===== src/rtl/rv32m_pkg.sv =====
// Shared encodings and combinational helpers for the RV32M multiply/divide unit.
package rv32m_pkg;

   localparam int XLEN_C = 32;

   localparam logic [2:0] F3_MUL    = 3'b000;
   localparam logic [2:0] F3_MULH   = 3'b001;
   localparam logic [2:0] F3_MULHSU = 3'b010;
   localparam logic [2:0] F3_MULHU  = 3'b011;
   localparam logic [2:0] F3_DIV    = 3'b100;
   localparam logic [2:0] F3_DIVU   = 3'b101;
   localparam logic [2:0] F3_REM    = 3'b110;
   localparam logic [2:0] F3_REMU   = 3'b111;

   localparam logic [XLEN_C-1:0] DIV0_Q = 32'hFFFF_FFFF;
   localparam logic [XLEN_C-1:0] OVF_Q  = 32'h8000_0000;

   typedef enum logic [1:0] {
      IDLE = 2'd0,
      CALC = 2'd1,
      FIX  = 2'd2,
      DONE = 2'd3
   } state_e;

   function automatic logic a_is_signed(input logic [2:0] f3);
      return (f3 == F3_MULH) || (f3 == F3_MULHSU) || (f3 == F3_DIV) || (f3 == F3_REM);
   endfunction

   function automatic logic b_is_signed(input logic [2:0] f3);
      return (f3 == F3_MULH) || (f3 == F3_DIV) || (f3 == F3_REM);
   endfunction

   function automatic logic [XLEN_C-1:0] magnitude(input logic [XLEN_C-1:0] v, input logic sgn);
      return (sgn && v[XLEN_C-1]) ? -v : v;
   endfunction

   // A zero divisor must not flip the all-ones quotient, so DIV only negates when b != 0.
   function automatic logic result_neg(input logic [2:0] f3,
                                       input logic [XLEN_C-1:0] a,
                                       input logic [XLEN_C-1:0] b);
      logic neg;
      neg = 1'b0;
      case (f3)
         F3_MULH:   neg = a[XLEN_C-1] ^ b[XLEN_C-1];
         F3_MULHSU: neg = a[XLEN_C-1];
         F3_DIV:    neg = (a[XLEN_C-1] ^ b[XLEN_C-1]) && (b != '0);
         F3_REM:    neg = a[XLEN_C-1];
         default:   neg = 1'b0;
      endcase
      return neg;
   endfunction

   function automatic logic [XLEN_C-1:0] fix_result(input logic [2:0] f3,
                                                    input logic [2*XLEN_C-1:0] acc,
                                                    input logic neg);
      logic [2*XLEN_C-1:0] prod;
      logic [XLEN_C-1:0]   quo;
      logic [XLEN_C-1:0]   rem;
      logic [XLEN_C-1:0]   res;
      prod = neg ? -acc : acc;
      quo  = neg ? -acc[XLEN_C-1:0] : acc[XLEN_C-1:0];
      rem  = neg ? -acc[2*XLEN_C-1:XLEN_C] : acc[2*XLEN_C-1:XLEN_C];
      case (f3)
         F3_MUL:                        res = prod[XLEN_C-1:0];
         F3_MULH, F3_MULHSU, F3_MULHU:  res = prod[2*XLEN_C-1:XLEN_C];
         F3_DIV, F3_DIVU:               res = quo;
         default:                       res = rem;
      endcase
      return res;
   endfunction

endpackage


===== src/rtl/rv32m_muldiv.sv =====
// Iterative RV32M execution unit: radix-2 shift-add multiply and restoring divide
// sharing one 64-bit working register, feeding a single register-file write port.
module rv32m_muldiv
   import rv32m_pkg::*;
#(
   parameter int XLEN      = 32,
   parameter bit EARLY_OUT = 1'b1
) (
   input  logic            clk,
   input  logic            rst_n,
   input  logic            start,
   input  logic [2:0]      funct3,
   input  logic [XLEN-1:0] op_a,
   input  logic [XLEN-1:0] op_b,
   input  logic [4:0]      rd,
   input  logic            kill,
   output logic            busy,
   output logic            done,
   output logic            wb_we,
   output logic [4:0]      wb_rd,
   output logic [XLEN-1:0] wb_data
);

   state_e            state_q, state_d;
   logic [4:0]        cnt_q;
   logic              setup_q;

   logic [2:0]        f3_q;
   logic [4:0]        rd_q;
   logic [XLEN-1:0]   a_q, b_q;
   logic [XLEN-1:0]   d_q;
   logic              neg_q;
   logic [2*XLEN-1:0] acc_q;

   logic              accept;
   logic              is_div;
   logic              div0, ovf, special;
   logic [XLEN-1:0]   mag_a, mag_b;
   logic [XLEN-1:0]   special_res;
   logic [XLEN:0]     mul_sum, div_diff;
   logic [2*XLEN-1:0] acc_step;

   assign accept = (state_q == IDLE) && start && !kill;
   assign is_div = f3_q[2];
   assign mag_a  = magnitude(a_q, a_is_signed(f3_q));
   assign mag_b  = magnitude(b_q, b_is_signed(f3_q));

   // Signed-overflow case exists only for DIV/REM (funct3[0] clear among divides).
   assign div0    = (b_q == '0);
   assign ovf     = !f3_q[0] && (a_q == OVF_Q) && (b_q == DIV0_Q);
   assign special = EARLY_OUT && is_div && (div0 || ovf);

   always_comb begin
      // NOTE: every combinational output gets a default first so no path leaves it unassigned (no latch).
      special_res = '0;
      if (div0)
         special_res = f3_q[1] ? a_q : DIV0_Q;
      else if (!f3_q[1])
         special_res = OVF_Q;
   end

   // One iteration: multiply adds the multiplicand into the high half and shifts right;
   // divide shifts left and keeps the trial subtraction when it does not borrow.
   always_comb begin
      mul_sum  = {1'b0, acc_q[2*XLEN-1:XLEN]} + (acc_q[0] ? {1'b0, d_q} : '0);
      div_diff = acc_q[2*XLEN-1:XLEN-1] - {1'b0, d_q};
      if (is_div)
         acc_step = div_diff[XLEN] ? {acc_q[2*XLEN-2:0], 1'b0}
                                   : {div_diff[XLEN-1:0], acc_q[XLEN-2:0], 1'b1};
      else
         acc_step = {mul_sum, acc_q[XLEN-1:1]};
   end

   always_comb begin
      state_d = state_q;
      case (state_q)
         IDLE: if (accept) state_d = CALC;
         CALC: begin
            if (kill)
               state_d = IDLE;
            else if (setup_q)
               state_d = special ? DONE : CALC;
            else if (cnt_q == 5'd31)
               state_d = FIX;
         end
         FIX:     state_d = kill ? IDLE : DONE;
         DONE:    state_d = IDLE;
         default: state_d = IDLE;
      endcase
   end

   assign busy  = (state_q != IDLE);
   assign done  = (state_q == DONE);
   assign wb_we = done && (wb_rd != 5'd0);

   always_ff @(posedge clk or negedge rst_n) begin
      if (!rst_n) begin
         state_q <= IDLE;
         cnt_q   <= '0;
         setup_q <= 1'b0;
         wb_rd   <= '0;
         wb_data <= '0;
      end else begin
         // NOTE: sequential state uses non-blocking assignments so every register samples pre-edge values.
         state_q <= state_d;
         if (accept) begin
            cnt_q   <= '0;
            setup_q <= 1'b1;
         end else if (state_q == CALC) begin
            setup_q <= 1'b0;
            if (!setup_q && !kill)
               cnt_q <= cnt_q + 5'd1;
         end
         if (state_q == CALC && setup_q && special && !kill) begin
            wb_rd   <= rd_q;
            wb_data <= special_res;
         end else if (state_q == FIX && !kill) begin
            wb_rd   <= rd_q;
            wb_data <= fix_result(f3_q, acc_q, neg_q);
         end
      end
   end

   // NOTE: datapath registers carry no reset; each is loaded before any output depends on it.
   always_ff @(posedge clk) begin
      if (accept) begin
         f3_q <= funct3;
         rd_q <= rd;
         a_q  <= op_a;
         b_q  <= op_b;
      end
      if (state_q == CALC) begin
         if (setup_q) begin
            neg_q <= result_neg(f3_q, a_q, b_q);
            d_q   <= is_div ? mag_b : mag_a;
            acc_q <= {{XLEN{1'b0}}, (is_div ? mag_a : mag_b)};
         end else begin
            acc_q <= acc_step;
         end
      end
   end

endmodule


===== config.mk =====
export PLATFORM = sky130hd
export DESIGN_NAME = rv32m_muldiv
export DESIGN_NICKNAME = d
export VERILOG_FILES = /design/src/rtl/rv32m_pkg.sv /design/src/rtl/rv32m_muldiv.sv
export SDC_FILE = /design/constraint.sdc
export NUM_CORES = 1
export LEC_CHECK = 0
export BUFFER_PORTS_ARGS = -buffer_cell sky130_fd_sc_hd__buf_2
export CORE_ASPECT_RATIO = 0.5
export CORE_MARGIN = 3
export CORE_UTILIZATION = 35
export DETAILED_ROUTE_END_ITERATION = 16
export HOLD_SLACK_MARGIN = 0.1
export PLACE_DENSITY = 0.61
export SYNTH_ARGS = -nofsm -noshare
export SYNTH_HDL_FRONTEND = slang
export SYNTH_SLANG_ARGS = --single-unit

===== constraint.sdc =====
create_clock -name clk -period 7 [get_ports clk]
set_input_delay 1.4 -clock clk [delete_from_list [all_inputs] [get_ports clk]]
set_output_delay 1.4 -clock clk [all_outputs]
set_load 0.05 [all_outputs]

======== Word level (Yosys, flattened, before mapping) ========
Index checks and enable logic that the tools add are counted.
storage, ports and cells
  input port bits ......................... 76
  output and inout bits ................... 40
  bits in registers ....................... 214
  word-level logic and storage cells ...... 106
cells by class
  reductions and logical operators ........ 38
  mux-type cells .......................... 32
  add/subtract/negate cells ............... 8
  eq/ne operators ......................... 14
  bitwise operators ....................... 1
operators by type and width
  kind                                           number
  2-to-1 mux 32 bit                              13
  2-to-1 mux 64 bit                              3
  negator 32 bit                                 4
  one-hot mux 32 bit (3 select lines)            1
  == test 32 bit, second input constant          2
  negator 64 bit                                 1
  adder 32 x 32 -> 33 bit                        1
  subtractor 33 x 32 -> 33 bit                   1
  logical NOT 32 bit                             1
  nonzero test 32 bit                            1
  2-to-1 mux 5 bit                               5
  logical AND 1 bit                              14
  2-to-1 mux 2 bit                               6
  == test 3 bit, second input constant           3
  one-hot mux 2 bit (4 select lines)             1
  nonzero test 2 bit                             4
  == test 3 x 2 -> 1 bit, second input constant  2
  logical OR 1 bit                               6
  AND reduction 2 bit                            3
  adder 5 x 1 -> 5 bit, second input constant    1
  == test 5 bit, second input constant           1
  nonzero test 5 bit                             1
  == test 2 bit, second input constant           2
  inequality test 4 bit, second input constant   1
  other kinds (11)                               15

======== Depth between registers and ports, before layout ========
  depth after elaboration ................. 9
  depth in mapped cells ................... 14
  depth with buffers taken out ............ 12

======== Worst setup path before layout ========
Ideal clock, no wire load.
  path type ............................... input -> register
  from .................................... in kill
  to ...................................... reg a_q[0], enable pin
  arrival time ............................ 7.136 ns
  required time ........................... 6.379 ns
  library setup time ...................... 0.621 ns
  cell stages on the path ................. 2
  setup slack ............................. -0.757 ns
  path through ............................ clkbuf_1 > nor3b_1
on the way
  cells in the longest elaborated chain, start to end .. 2
ends and longest elaborated chain
  item                    RTL line             source
  start: declaration      rv32m_muldiv.sv:16   input logic kill,
  logical NOT 1 bit       rv32m_muldiv.sv:43   assign accept = (state_q == IDLE) && start && !kill;
  logical AND 1 bit       rv32m_muldiv.sv:43
  via accept              rv32m_muldiv.sv:35   logic accept;
  end signal: assignment  rv32m_muldiv.sv:129  a_q <= op_a;
  end: declaration        rv32m_muldiv.sv:30   logic [XLEN-1:0] a_q, b_q;
The timed path passes the listed nets, and every way through them passes these cells.
A chain may end at the register's enable or synchronous reset.

======== Worst setup path in the final report ========
  from .................................... reg acc_q[31]
  to ...................................... reg acc_q[33] (data pin)
on the way
  cells in the longest elaborated chain, start to end .. 3
ends and longest elaborated chain
  item                          RTL line             source
  start: declaration            rv32m_muldiv.sv:33   logic [2*XLEN-1:0] acc_q;
  start signal: assignment      rv32m_muldiv.sv:136  acc_q <= {{XLEN{1'b0}}, (is_div ? mag_a : mag_b)};
  start signal: assignment      rv32m_muldiv.sv:138  acc_q <= acc_step;
  subtractor 33 x 32 -> 33 bit  rv32m_muldiv.sv:66   div_diff = acc_q[2*XLEN-1:XLEN-1] - {1'b0, d_q};
  2-to-1 mux 64 bit             rv32m_muldiv.sv:68   acc_step = div_diff[XLEN] ? {acc_q[2*XLEN-2:0], 1'b0}
  2-to-1 mux 64 bit             rv32m_muldiv.sv:67   if (is_div)
No other way between the ends.

==> flow_summary.yaml <==
status:
  status: "finished, final reports clean"
sta:
  finalSetupViolations: 0
  fin_skew_ns: 0.02394
  fin_tns_setup_ns: 0
  fin_crit_ns: 4.295
  slew_viol_final: 0
  fin_crit_sh_pct: 61.35
  max_slew_margin_pct: 30.67
  worst_pin_slew_ns: 1.039
  rsz0062_at_grt: "false"
  fmax_mhz: 232.8
  setup_ws_ns: 2.705
  hold_viol: 0
floorplanning:
  die_h_um: 157.8
  ios: 116
  die_w_um: 309.6
  die-area_mm2: 0.04884
  core_area_mm2: 0.04453
  start_util_pct: 36.22
  num_rows: 54
routing:
  routed_via_density: 5.862
  num_vias: 13840
  drtPass1Iterations: 5
  highest_layer: "met4"
  routedWlPerCell_um: 22.02
  post-route-drc-count: 0
  wl_met1_um: 23210
  wl_met3_um: 5174
  drt-initial-drc-count: 1600
  final_antenna_net_count: 0
  wl_um: 51980
  wl_met2_um: 22300
power:
  power_uw: 4298
  leakagePower_uw: 0.007091
  power_density_mw_per_mm2: 237.5
  ir_drop_mv: 0.1449
clock_tree:
  cts_tree: "yes"
  clk_latency_ns: 0.56
  clock-sinks: 214
  root_buffer: "clkbuf_16"
  clk_pin_slew_ns: 0.07
  cts_resized: 0
  clockBufferDepth: 3
  h-tree-depth: 1
  postCtsSetupBuffers: 0
  cts_made_buffers: 25
  ctsHoldBuffers: 0
critical_path:
  worstSetupPathType: "register to register"
  end_kind: "register"
  crit_start: "acc_q[31]"
  r2r-start: "acc_q[31]"
  start_kind: "register"
  required_ns: 7.39
  crit_fanout: 25
  arrival_ns: 4.68
place:
  dp_hpwl_um: 38810
  place_area_mm2: 0.01727
  dp_slack_ns: 2.758
  dp.cells: 2315
  place_congestion: 0.9198
  portBuffers: 115
flow_run:
  maxCapViolCount: 0
synth:
  yosysSeqAreaShare_pct: 38.45
  ys_types: 74
  synthesis.instances: 1683
  yosysWarnings: 0
  syn_area_per_cell_um2: 9.582
  synth_nets: 1832
  ys_ff_latch: 214
  ys.flop_type: "edfxtp_1"
  synthArstFlopShare_pct: 21.03
  synthesis.area_mm2: 0.01613
  synth_edf_count: 169
global_routing:
  grt_pass1_wl_um: 78420
  grt_max_degree: 123
  grt_pass1_vias: 12970
  antenna_found_initial: 1
  grtUsageTotal_pct: 20.76
  grt-ovfl-total: 0
layout:
  n_antenna_cell: 0
  nets: 1903
  instances_no_fill: 2361
  stdcell_area_mm2: 0.01809
  synthToLayoutAreaGrowth_pct: 12.20
  drive_above_1_share_pct: 15.12
min_path:
  worstHoldStart: "rd_q[0]"
  hold_path.class: "register to register"
cells in the final DEF (no fill, tap or decap), types with 26 or more instances in the layout:
cell,instances
dfrtp_1,44
a21o_1,32
a211oi_1,30
nand2b_1,28
edfxtp_1,169
clkbuf_16,28
buf_2,115
ha_1,71
a21oi_1,119
nand2_1,139
mux2i_1,34
o21ai_0,124
xnor2_1,91
nand3_1,33
mux2_2,32
xor2_1,86
o31ai_1,26
inv_1,65
nor2_1,133
mux4_2,31
layer usage:
metal / vias up / track usage, %
met5: - / 0
met4: 0 / 5.126
met3: 83 / 5.401
met2: 626 / 31.27
met1: 6701 / 29.72
li1: 6431 / -
report_power, final:
part	internal (uW)	total, uW	switching (uW)
Clock	757	1330	568
Combinational	520	1290	770
Sequential	1520	1680	161
Total	2800	4300	1500
final timing paths:
path | to | slack, ns | cells past startpoint
max | acc_q[33] | 2.71 | 13
min | wb_rd[0] | 0.44 | 2
max reg2reg | acc_q[33] | 2.71 | 13
min reg2reg | wb_rd[0] | 0.44 | 2
max in group asynchronous | setup_q | 5.56 | 2
min in group asynchronous | wb_data[19] | 0.96 | 2
logic make-up (layout without fill, tap and decap cells):
group | Yosys count | count (layout) | synth area share, %
AOI/OAI and AO/OA | 481 | 481 | 18.97
DFF | 214 | 214 | 38.45
and+or+nand+nor | 483 | 483 | 14.75
buffers and inverters | 157 | 247 | 3.732
xor gates and xnor gates | 178 | 178 | 9.667
adders and majority gates | 73 | 73 | 5.757
muxes | 97 | 97 | 8.674
Yosys cell counts, types with 9 or more instances:
| cell | n | share of area (%) |
|---|---|---|
| nand4_1 | 18 | 0.70 |
| ha_1 | 71 | 5.5 |
| or2_2 | 9 | 0.35 |
| o22ai_1 | 23 | 0.89 |
| a31oi_1 | 18 | 0.70 |
| or3_1 | 20 | 0.78 |
| a211oi_1 | 30 | 1.4 |
| dfrtp_1 | 45 | 7.0 |
| xor2_1 | 86 | 4.7 |
| o211ai_1 | 16 | 0.74 |
| o31ai_1 | 26 | 1.2 |
| o21ai_0 | 124 | 3.8 |
| nor2_1 | 133 | 3.1 |
| xnor2_1 | 92 | 5.0 |
| edfxtp_1 | 169 | 31 |
| nor4_1 | 13 | 0.50 |
| and3_1 | 11 | 0.43 |
| a21oi_1 | 119 | 3.7 |
| inv_1 | 66 | 1.5 |
| o221ai_1 | 9 | 0.49 |
| clkbuf_1 | 74 | 1.7 |
| nand2b_1 | 28 | 1.1 |
| o21a_1 | 14 | 0.65 |
| nand2_1 | 139 | 3.2 |
| mux4_2 | 31 | 4.3 |
| nand3_1 | 33 | 1.0 |
| mux2_2 | 32 | 2.2 |
| and2_1 | 11 | 0.43 |
| nor3_1 | 25 | 0.78 |
| buf_1 | 9 | 0.21 |
| mux2i_1 | 34 | 2.1 |
| o41ai_1 | 15 | 0.81 |
| a21o_1 | 32 | 1.5 |
cell type report:
cell class	instances	area, um^2
well taps	588	735.7
clock buffers	37	754.5
repair buffers	135	738.2
fillers	4323	26430
inverters	66	247.7
clock inverters	9	72.57
flip-flops and latches	214	6202
multi-input cells	1312	9343
critical path: stages, from the launching register on:
cell	delay [ns]
edfxtp_1	0.44
inv_1	0.12
ha_1	0.22
fa_1	0.41
nor2b_1	0.22
o31ai_1	0.17
a31oi_1	0.41
o2111ai_1	0.22
nand3_1	0.14
nand2_1	0.09
xnor2_2	0.52
buf_4	0.51
mux2_2	0.39
a211oi_1	0.24
registers in the layout, summed over array words and instances (netlist names):
name and flops:
acc_q 64, a_q 32, b_q 32, d_q 32, wb_data 32, cnt_q 5, rd_q 5, wb_rd 5
f3_q 3, state_q 2, neg_q 1, setup_q 1
per-stage QoR:
step                      utilization [%]  hold slack [ns]
after floorplan                         -           0.4222
after global placement              38.78           0.4256
after detailed placement            38.78           0.4330
after CTS                           40.64           0.4458
after global routing                40.64           0.4686
final                               40.64           0.4428
(Power assumes the default switching activity.)
